<file path="config.mk">
export PLATFORM = sky130hd
export DESIGN_NAME = mem_arbiter
export DESIGN_NICKNAME = d
export VERILOG_FILES = /design/src/rtl/mem_arbiter.sv
export SDC_FILE = /design/constraint.sdc
export NUM_CORES = 1
export LEC_CHECK = 0
export ABC_AREA = 1
export ABC_CLOCK_PERIOD_IN_PS = 1900
export CORE_UTILIZATION = 43
export CTS_CLUSTER_SIZE = 12
export DETAILED_ROUTE_END_ITERATION = 8
export PLACE_DENSITY = 0.79
export SLEW_MARGIN = 20
export SYNTH_ARGS = -nofsm -noshare
export SYNTH_HDL_FRONTEND = slang
export SYNTH_SLANG_ARGS = --single-unit
</file>
<file path="constraint.sdc">
create_clock -name clk_i -period 1.9 [get_ports clk_i]
set_input_delay 0.285 -clock clk_i [delete_from_list [all_inputs] [get_ports clk_i]]
set_output_delay 0.285 -clock clk_i [all_outputs]
set_load 0.005 [all_outputs]
</file>
<file path="src/rtl/mem_arbiter.sv">
// Shares one memory port between instruction fetch and the load/store unit: round-robin grant,
// a single outstanding transaction, and abort with an error pulse when memory stalls.
module mem_arbiter #(
   parameter int unsigned XLEN     = 32,
   parameter int unsigned MAX_WAIT = 15
) (
   input  logic            clk_i,
   input  logic            rst_i,
   input  logic            if_req_i,
   input  logic [XLEN-1:0] if_addr_i,
   output logic            if_gnt_o,
   output logic            if_rvalid_o,
   output logic [XLEN-1:0] if_rdata_o,
   input  logic            ls_req_i,
   input  logic            ls_we_i,
   input  logic [XLEN-1:0] ls_addr_i,
   input  logic [XLEN-1:0] ls_wdata_i,
   input  logic [2:0]      ls_len_i,
   output logic            ls_gnt_o,
   output logic            ls_rvalid_o,
   output logic [XLEN-1:0] ls_rdata_o,
   output logic            mem_req_o,
   output logic            mem_we_o,
   output logic [XLEN-1:0] mem_addr_o,
   output logic [XLEN-1:0] mem_wdata_o,
   output logic [2:0]      mem_len_o,
   input  logic            mem_gnt_i,
   input  logic            mem_rvalid_i,
   input  logic [XLEN-1:0] mem_rdata_i,
   output logic            busy_o,
   output logic            err_o
);

   localparam int unsigned CntW = $clog2(MAX_WAIT + 1);

   typedef enum logic [1:0] {StIdle, StIssue, StWait} state_e;

   state_e            state_q, state_d;
   logic              owner_ls_q, owner_ls_d;
   logic              last_ls_q, last_ls_d;
   logic              we_q, we_d;
   logic [XLEN-1:0]   addr_q, addr_d;
   logic [XLEN-1:0]   wdata_q, wdata_d;
   logic [2:0]        len_q, len_d;
   logic [CntW-1:0]   cnt_q, cnt_d;
   logic              if_rvalid_q, if_rvalid_d, ls_rvalid_q, ls_rvalid_d;
   logic [XLEN-1:0]   if_rdata_q, if_rdata_d, ls_rdata_q, ls_rdata_d;
   logic              err_q, err_d;
   logic              busy_q;
   logic              pick_ls;
   logic              issue;
   logic [XLEN-1:0]   resp_data;

   always_comb begin
      state_d     = state_q;
      owner_ls_d  = owner_ls_q;
      last_ls_d   = last_ls_q;
      we_d        = we_q;
      addr_d      = addr_q;
      wdata_d     = wdata_q;
      len_d       = len_q;
      cnt_d       = cnt_q;
      if_rvalid_d = 1'b0;
      ls_rvalid_d = 1'b0;
      err_d       = 1'b0;
      if_rdata_d  = if_rdata_q;
      ls_rdata_d  = ls_rdata_q;
      if_gnt_o    = 1'b0;
      ls_gnt_o    = 1'b0;
      // On a tie, the requester that did not own the previous transaction wins.
      pick_ls     = ls_req_i && (!if_req_i || !last_ls_q);
      resp_data   = we_q ? '0 : mem_rdata_i;

      unique case (state_q)
         StIdle: begin
            if (!rst_i && (if_req_i || ls_req_i)) begin
               ls_gnt_o   = pick_ls;
               if_gnt_o   = !pick_ls;
               owner_ls_d = pick_ls;
               last_ls_d  = pick_ls;
               we_d       = pick_ls && ls_we_i;
               addr_d     = pick_ls ? ls_addr_i : if_addr_i;
               wdata_d    = pick_ls ? ls_wdata_i : '0;
               len_d      = (pick_ls && (ls_len_i inside {3'd1, 3'd2})) ? ls_len_i : 3'd4;
               cnt_d      = '0;
               state_d    = StIssue;
            end
         end
         StIssue, StWait: begin
            cnt_d = cnt_q + CntW'(1);
            if (state_q == StWait && mem_rvalid_i) begin
               if (owner_ls_q) begin
                  ls_rvalid_d = 1'b1;
                  ls_rdata_d  = resp_data;
               end else begin
                  if_rvalid_d = 1'b1;
                  if_rdata_d  = resp_data;
               end
               state_d = StIdle;
            end else if (cnt_q == CntW'(MAX_WAIT - 1)) begin
               if (owner_ls_q) begin
                  ls_rvalid_d = 1'b1;
                  ls_rdata_d  = '0;
               end else begin
                  if_rvalid_d = 1'b1;
                  if_rdata_d  = '0;
               end
               err_d   = 1'b1;
               state_d = StIdle;
            end else if (state_q == StIssue && mem_gnt_i) begin
               state_d = StWait;
            end
         end
         default: state_d = StIdle;
      endcase
   end

   always_ff @(posedge clk_i) begin
      if (rst_i) begin
         state_q     <= StIdle;
         owner_ls_q  <= 1'b0;
         last_ls_q   <= 1'b0;
         we_q        <= 1'b0;
         addr_q      <= '0;
         wdata_q     <= '0;
         len_q       <= '0;
         cnt_q       <= '0;
         if_rvalid_q <= 1'b0;
         ls_rvalid_q <= 1'b0;
         if_rdata_q  <= '0;
         ls_rdata_q  <= '0;
         err_q       <= 1'b0;
         busy_q      <= 1'b0;
      end else begin
         state_q     <= state_d;
         owner_ls_q  <= owner_ls_d;
         last_ls_q   <= last_ls_d;
         we_q        <= we_d;
         addr_q      <= addr_d;
         wdata_q     <= wdata_d;
         len_q       <= len_d;
         cnt_q       <= cnt_d;
         if_rvalid_q <= if_rvalid_d;
         ls_rvalid_q <= ls_rvalid_d;
         if_rdata_q  <= if_rdata_d;
         ls_rdata_q  <= ls_rdata_d;
         err_q       <= err_d;
         busy_q      <= (state_d != StIdle);
      end
   end

   // Memory-side fields read as zero whenever no request is presented.
   assign issue       = (state_q == StIssue) && !rst_i;
   assign mem_req_o   = issue;
   assign mem_we_o    = issue && we_q;
   assign mem_addr_o  = issue ? addr_q : '0;
   assign mem_wdata_o = issue ? wdata_q : '0;
   assign mem_len_o   = issue ? len_q : '0;

   assign if_rvalid_o = if_rvalid_q;
   assign ls_rvalid_o = ls_rvalid_q;
   assign if_rdata_o  = if_rdata_q;
   assign ls_rdata_o  = ls_rdata_q;
   assign err_o       = err_q;
   assign busy_o      = busy_q;

endmodule

</file>
==> results of run 1 <==
[final cells by class]
class | instances | share of cell area [%]
clock buffers | 18 | 4.25
clock inverters | 14 | 2.07
inverters | 157 | 5.83
multi-input cells | 699 | 29.3
flip-flops and latches | 143 | 27.8
well taps | 188 | 2.28
repair buffers | 307 | 28.5
[synth_stat cells (all sizes together)]
cell | n | area, um2
a21oi | 31 | 155
clkinv | 2 | 12.5
nor2 | 232 | 873
inv | 155 | 587
nand2 | 362 | 1380
o21ai | 41 | 205
nor3b | 1 | 7.51
o22ai | 2 | 12.5
ha | 6 | 75.1
clkbuf | 14 | 52.6
buf | 43 | 295
dfxtp | 143 | 2860
nand3 | 24 | 148
[per-layer routing]
| layer | GRT usage (%) | wire length (um) |
|---|---|---|
| met1 | 30.7 | 8790 |
| met2 | 43.4 | 9740 |
| met3 | 6.83 | 1240 |
| met4 | 12.2 | 659 |
| met5 | 0 | 0 |
[tightest hold or removal path, stage by stage]
cell             delay [ns]
clkdlybuf4s50_1        0.40
nand2_1                0.06
o21ai_1                0.05
[what timing repair did]
item | in CTS | in global routing
setup buffers | 9 | 0
endpoints found under the setup margin | 71 | 50
resized for setup | 281 | 41
hold endpoints to repair | 0 | 0
cloned | 4 | 0
pin swaps | 3 | 1
hold buffers | 0 | 0
[registers in the layout, indices dropped and copies added (netlist names)]
register / count
we_q: 1
busy_o: 1
wdata_q: 32
last_ls_q: 1
ls_rdata_o: 32
addr_q: 32
len_q: 3
err_o: 1
ls_rvalid_o: 1
if_rvalid_o: 1
state_q: 2
if_rdata_o: 32
cnt_q: 4
[worst min-delay path by stage]
stage                               from     endpoint  slack [ns]
after floorplan            ls_wdata_i[0]   wdata_q[0]        0.40
after global placement        addr_q[10]   addr_q[10]        0.45
after detailed placement      addr_q[26]   addr_q[26]        0.45
after CTS                 ls_wdata_i[13]  wdata_q[13]        0.41
after global routing       ls_wdata_i[7]   wdata_q[7]        0.42
final                     ls_wdata_i[22]  wdata_q[22]        0.42
[where the power goes]
part | internal (mW) | leakage, nW | total [mW] | switching [mW]
combinational | 0.513 | 3.40 | 1.04 | 0.524
sequential | 3.12 | 1.16 | 3.17 | 0.0536
clock | 2.37 | 0.324 | 3.68 | 1.31
[through the flow]
step                std cells  hold slack [ns]  setup slack [ns]  instance area [um2]
floorplan                1056            0.398             0.435                 6670
global placement         1483            0.452            -0.198                 9520
detailed placement       1483            0.455            -0.195                 9520
CTS                      1528            0.413           -0.0751                10300
global route             1526            0.418           -0.0227                10300
finish                   1526            0.422            0.0260                10300
[cell families after synthesis]
group	count (synthesis)	synth area share [%]
compound gates	74	5.59
fa+ha+maj	6	1.13
buf+inv	214	14.2
flops	143	43.0
simple gates	619	36.1
==> metrics.md, run 1 <==
| Metric | Value |
|---|---|
| Status | finished, violations left |
| Violated checks | design-rule violations |
| Setup violators final | 0 |
| Post-DRT Antenna Nets | 0 |
| Mapped Cells | 1056 |
| Post-Route Skew | 0.00790 ns |
| Worst path slowest cell | dfxtp_4 |
| Vias | ~7000 |
| Max-slew violations | 0 |
| Layout cells sized above 1 | 14.2% |
| Clock latency on the worst-skew pair | 0.42 ns |
| Reg2Reg Capture Point | len_q[2] |
| Final core utilization | roughly two thirds |
| CP Capture Point | mem_addr_o[21] |
| DRC Markers | 2 |
| CP delay by family, top | buffers and inverters |
| CTS tree | done |
| First-pass GRT wire length | 32.5 mm |
| Final RePlAce weighted congestion | 0.807 |
| Initial antenna violation count | 0 |
| Initial Utilization | 44.0% |
| Commonest cells after routing, fill and taps aside | nand2_1, clkdlybuf4s50_1, nor2_1, inv_1, dfxtp_1 |
| First drt pass iteration count | 8 |
| Nets | 1469 |
| Number of synthesis warnings | 0 |
| Startpoint types | flip-flop |
| Hpwl dp | 13.4 mm |
| Syn Area/Cell | approximately 6.3 um2 |
| Die Width | 127 um |
| Gr ovfl total | 0 |
| Cells on worst reg2reg path | 11 |
| Port buffer count | 276 |
| Crit path largest cell delay | between 0.3 and 0.4 ns |
| Reg2reg setup slack | 0.22 ns |
| P&R area growth vs syn | 54.9% |
| Hold WC Path Type | input pin to flip-flop |
| Die ar. | 16000 um2 |
| Pwr Total | 7.89 mW |
| Leakage | ~5 nW |
| Synthesized flop and latch total | 143 |
| Crit. path cell count | 7 |
| H-tree depth | 4 |
| Die height | 127 um |
| Distinct cells, synth | 25 |
| Setup crit start | state_q[1] |
| Unrepaired setup endpoints after global routing | true |
| WS Path Type | flip-flop to primary output |
| Total routing usage reported by global routing | 25.8% |
| Row Count | 45 |
| Cells along the critical path | inv_4 -> ha_4 -> nand2_8 -> buf_12 -> buf_12 -> nor2_2 -> buf_2 |
| Maximum buffer depth of the clock tree | 2 |
| WP data required | 1.62 ns |
| R2R Path Start | state_q[1] |
| Largest net degree at the start of global routing | 66 |
| Sequential Area | roughly 2900 um2 |
| DR WL/cell | 13.4 um |
| Peak VDD IR | 0.570 mV |
| Area of the multi-input gates | 3020 um2 |
| Max Cap Viol | 0 |
| Hold Path Depth | 3 |
| Fin crit share | 98.6% |
| TritonCTS buffer count | 17 |
| Via density | ~4.6 |
| # fillers | 1343 |
| Worst slew pin tran | 0.610 ns |
| Worst-path maximum fanout | 7 |
| CORE AREA | 15100 um2 |
| Fmax | 0.534 GHz |
| Post-Route WL | 20.4 mm |
| Bufs and invs on worst path | 4 |
| Post-synth net total | 1200 |
| Reg clk slew, reported paths | 0.06 ns |
| CP dominant cell by count | buf_12 |
| Post-synthesis cell area | 6670 um2 |
| Power Dens Cells | 764 nW/um2 |
| Sequential area share after synthesis | a little over two fifths |
| Root buf cell | clkbuf_16 |
| Fin crit period | 1.87 ns |
| Vias in the first global route | 6532 |
| Drt initial violations | ~330 |
| Commonest non-fill, non-tap cell in the layout | nand2_1 |
| Slew margin rel. | about three fifths |
| Top Ports | 277 |
| Critical path arrival | 1.59 ns |
| Setup TNS | 0 ns |
| Crit. End Element | primary output |
| Final Hold Viols | 0 |
| N_diodes | 0 |
| CTS Sinks | between 100 and 150 |
(Power assumes the default switching activity.)
==> inputs of run 2 (changes only) <==
- ABC_CLOCK_PERIOD_IN_PS: 1900 -> 2050
- SKIP_CTS_REPAIR_TIMING: unset -> 1
- clock period: 1.9 -> 2.05 ns (I/O delays scaled with it)
==> run 2 against run 1 <==
  * The flow finishes with violations (design-rule violations, negative setup slack)
  * Utilization up 0.36 points
  * First-iteration DRC count rose by 28%
  * Wire length shrank 1.6%
  * Total power fell by 13%
  * Die area did not move
  * Sequential power down 7.3%
  * Combinational power fell by 11%
  * Global-route usage fell by 1.3 points
  * Clock skew is 0.0084 ns higher
==> metrics.md, run 2 (synthesis gave the netlist of run 1 again) <==
| Metric | Value |
|---|---|
| Port buffer count | 276 |
| Crit path largest cell delay | 0.51 ns |
| Die height | about 130 um |
| Crit. End Element | primary output |
| Fin crit period | 2.18 ns |
| Drt initial violations | 424 |
| Fmax | 0.458 GHz |
| Final RePlAce weighted congestion | 0.826 |
| Total routing usage reported by global routing | 24.5% |
| Gr ovfl total | 0 |
| Worst slew pin tran | 0.516 ns |
| Layout cells sized above 1 | 6.52% |
| Die ar. | 16000 um2 |
| Post-DRT Antenna Nets | 0 |
| DRC Markers | 2 |
| Final worst slack | -0.133 ns |
| Fin crit share | 106% |
| Top Ports | 277 |
| First drt pass iteration count | 7 |
| Vias in the first global route | 6374 |
| H-tree depth | 4 |
| Slew margin rel. | about two thirds |
| Hpwl dp | 13.4 mm |
| First-pass GRT wire length | just over 30 mm |
| P&R area growth vs syn | 55.7% |
| Hold WC Path Type | input pin to flip-flop |
| Cells along the critical path | inv_4 -> ha_4 -> nand2_8 -> buf_12 -> nor2_1 -> clkdlybuf4s50_1 |
| Peak VDD IR | 0.604 mV |
| CORE AREA | 15100 um2 |
| Row Count | 45 |
| WS Path Type | flip-flop to primary output |
| Final Hold Viols | 0 |
| Initial antenna violation count | 1 |
| Non-filler cells, final | ~1500 |
| DR WL/cell | 13.2 um |
| Unrepaired setup endpoints after global routing | true |
| Status | finished, violations left |
| Via density | 4.58 |
| Vias | 6974 |
| Initial Utilization | 44.0% |
| # fillers | 1272 |
| CP delay by family, top | buffers and inverters |
| Violated checks | design-rule violations, negative setup slack |
| CTS Sinks | about 140 |
| Commonest cells after routing, fill and taps aside | nand2_1, nor2_1, clkdlybuf4s50_1, inv_1, dfxtp_1 |
| Startpoint types | flip-flop |
| Worst path slowest cell | clkdlybuf4s50_1 |
| Critical path arrival | 1.88 ns |
| Post-Place Setup Slack | -0.112 ns |
| Max Cap Viol | 0 |
| Clock latency on the worst-skew pair | 0.42 ns |
| Largest net degree at the start of global routing | 66 |
| Worst-path maximum fanout | 18 |
| Root buf cell | clkbuf_16 |
| Placed insts | 1485 |
| Bufs and invs on worst path | 3 |
| Post-Route WL | slightly above 20 mm |
| Maximum buffer depth of the clock tree | 2 |
| Nets | 1467 |
| Leakage | 5.70 nW |
| WP data required | 1.74 ns |
| CTS tree | done |
| Power Dens Cells | approximately 660 nW/um2 |
| Setup violators final | 15 |
| Reg clk slew, reported paths | 0.06 ns |
| TritonCTS buffer count | 17 |
| Commonest non-fill, non-tap cell in the layout | nand2_1 |
| Die Width | about 130 um |
| Max-slew violations | 0 |
| Post-Route Skew | 0.0163 ns |
## run 2: routing by layer
| layer | share of wire, % | wire length [um] | global-route usage [%] |
|---|---|---|---|
| met1 | 43 | 8640 | 28.8 |
| met3 | 5.9 | 1200 | 7.04 |
| met2 | 49 | 9820 | 42.7 |
| met4 | 2.3 | 455 | 7.94 |
| met5 | 0 | 0 | 0 |
## run 2: path summary, 6_finish.rpt
| path | from | endpoint | slack, ns | cells past startpoint |
|---|---|---|---|---|
| setup / recovery | state_q[1] | mem_addr_o[2] | -0.13 | 6 |
| hold / removal | ls_wdata_i[27] | wdata_q[27] | 0.44 | 3 |
| setup reg to reg | state_q[0] | wdata_q[13] | 0.46 | 9 |
| hold reg to reg | addr_q[23] | addr_q[23] | 0.46 | 2 |
## run 2: layout make-up
cell class | count | area (um2) | share of cell area [%]
multi-input combinational | 699 | 2920 | 28.1
timing repair buffer | 305 | 3190 | 30.7
antenna | 1 | 2.50 | 0.0241
clock inverter | 6 | 82.6 | 0.796
inverter | 157 | 602 | 5.80
tap | 188 | 235 | 2.27
clock buffer | 25 | 485 | 4.68
sequential | 143 | 2870 | 27.6
## run 2: per-stage QoR
step,hold slack [ns],util [%],area [um2],TNS [ns],power [mW]
floorplan,0.420,-,6670,0,3.43
global placement,0.452,62.9,9530,-0.628,3.86
detailed placement,0.456,62.9,9530,-1.09,3.87
CTS,0.426,66.7,10100,-19.35,6.89
global route,0.432,68.5,10400,-2.56,7.16
finish,0.443,68.5,10400,-1.62,6.86
## run 2: power breakdown
part	leakage [nW]	total, mW	internal, mW	switching (mW)
sequential	1.16	2.94	2.89	0.0489
combinational	4.26	0.924	0.470	0.454
clock	0.277	3.00	1.87	1.12
## run 2: worst register-to-register path: stages, from the launching register on
cell	delay (ns)
dfxtp_2	0.34
inv_2	0.10
ha_4	0.17
nand3_4	0.13
clkinv_4	0.08
nand2_4	0.05
inv_4	0.04
buf_4	0.36
nand2_1	0.11
o21ai_1	0.12
==> inputs of run 3 (changes only) <==
- ABC_CLOCK_PERIOD_IN_PS: 2050 -> unset
==> results of run 3 <==
No change in the layout: final DEF, timing and power equal those of run 2.
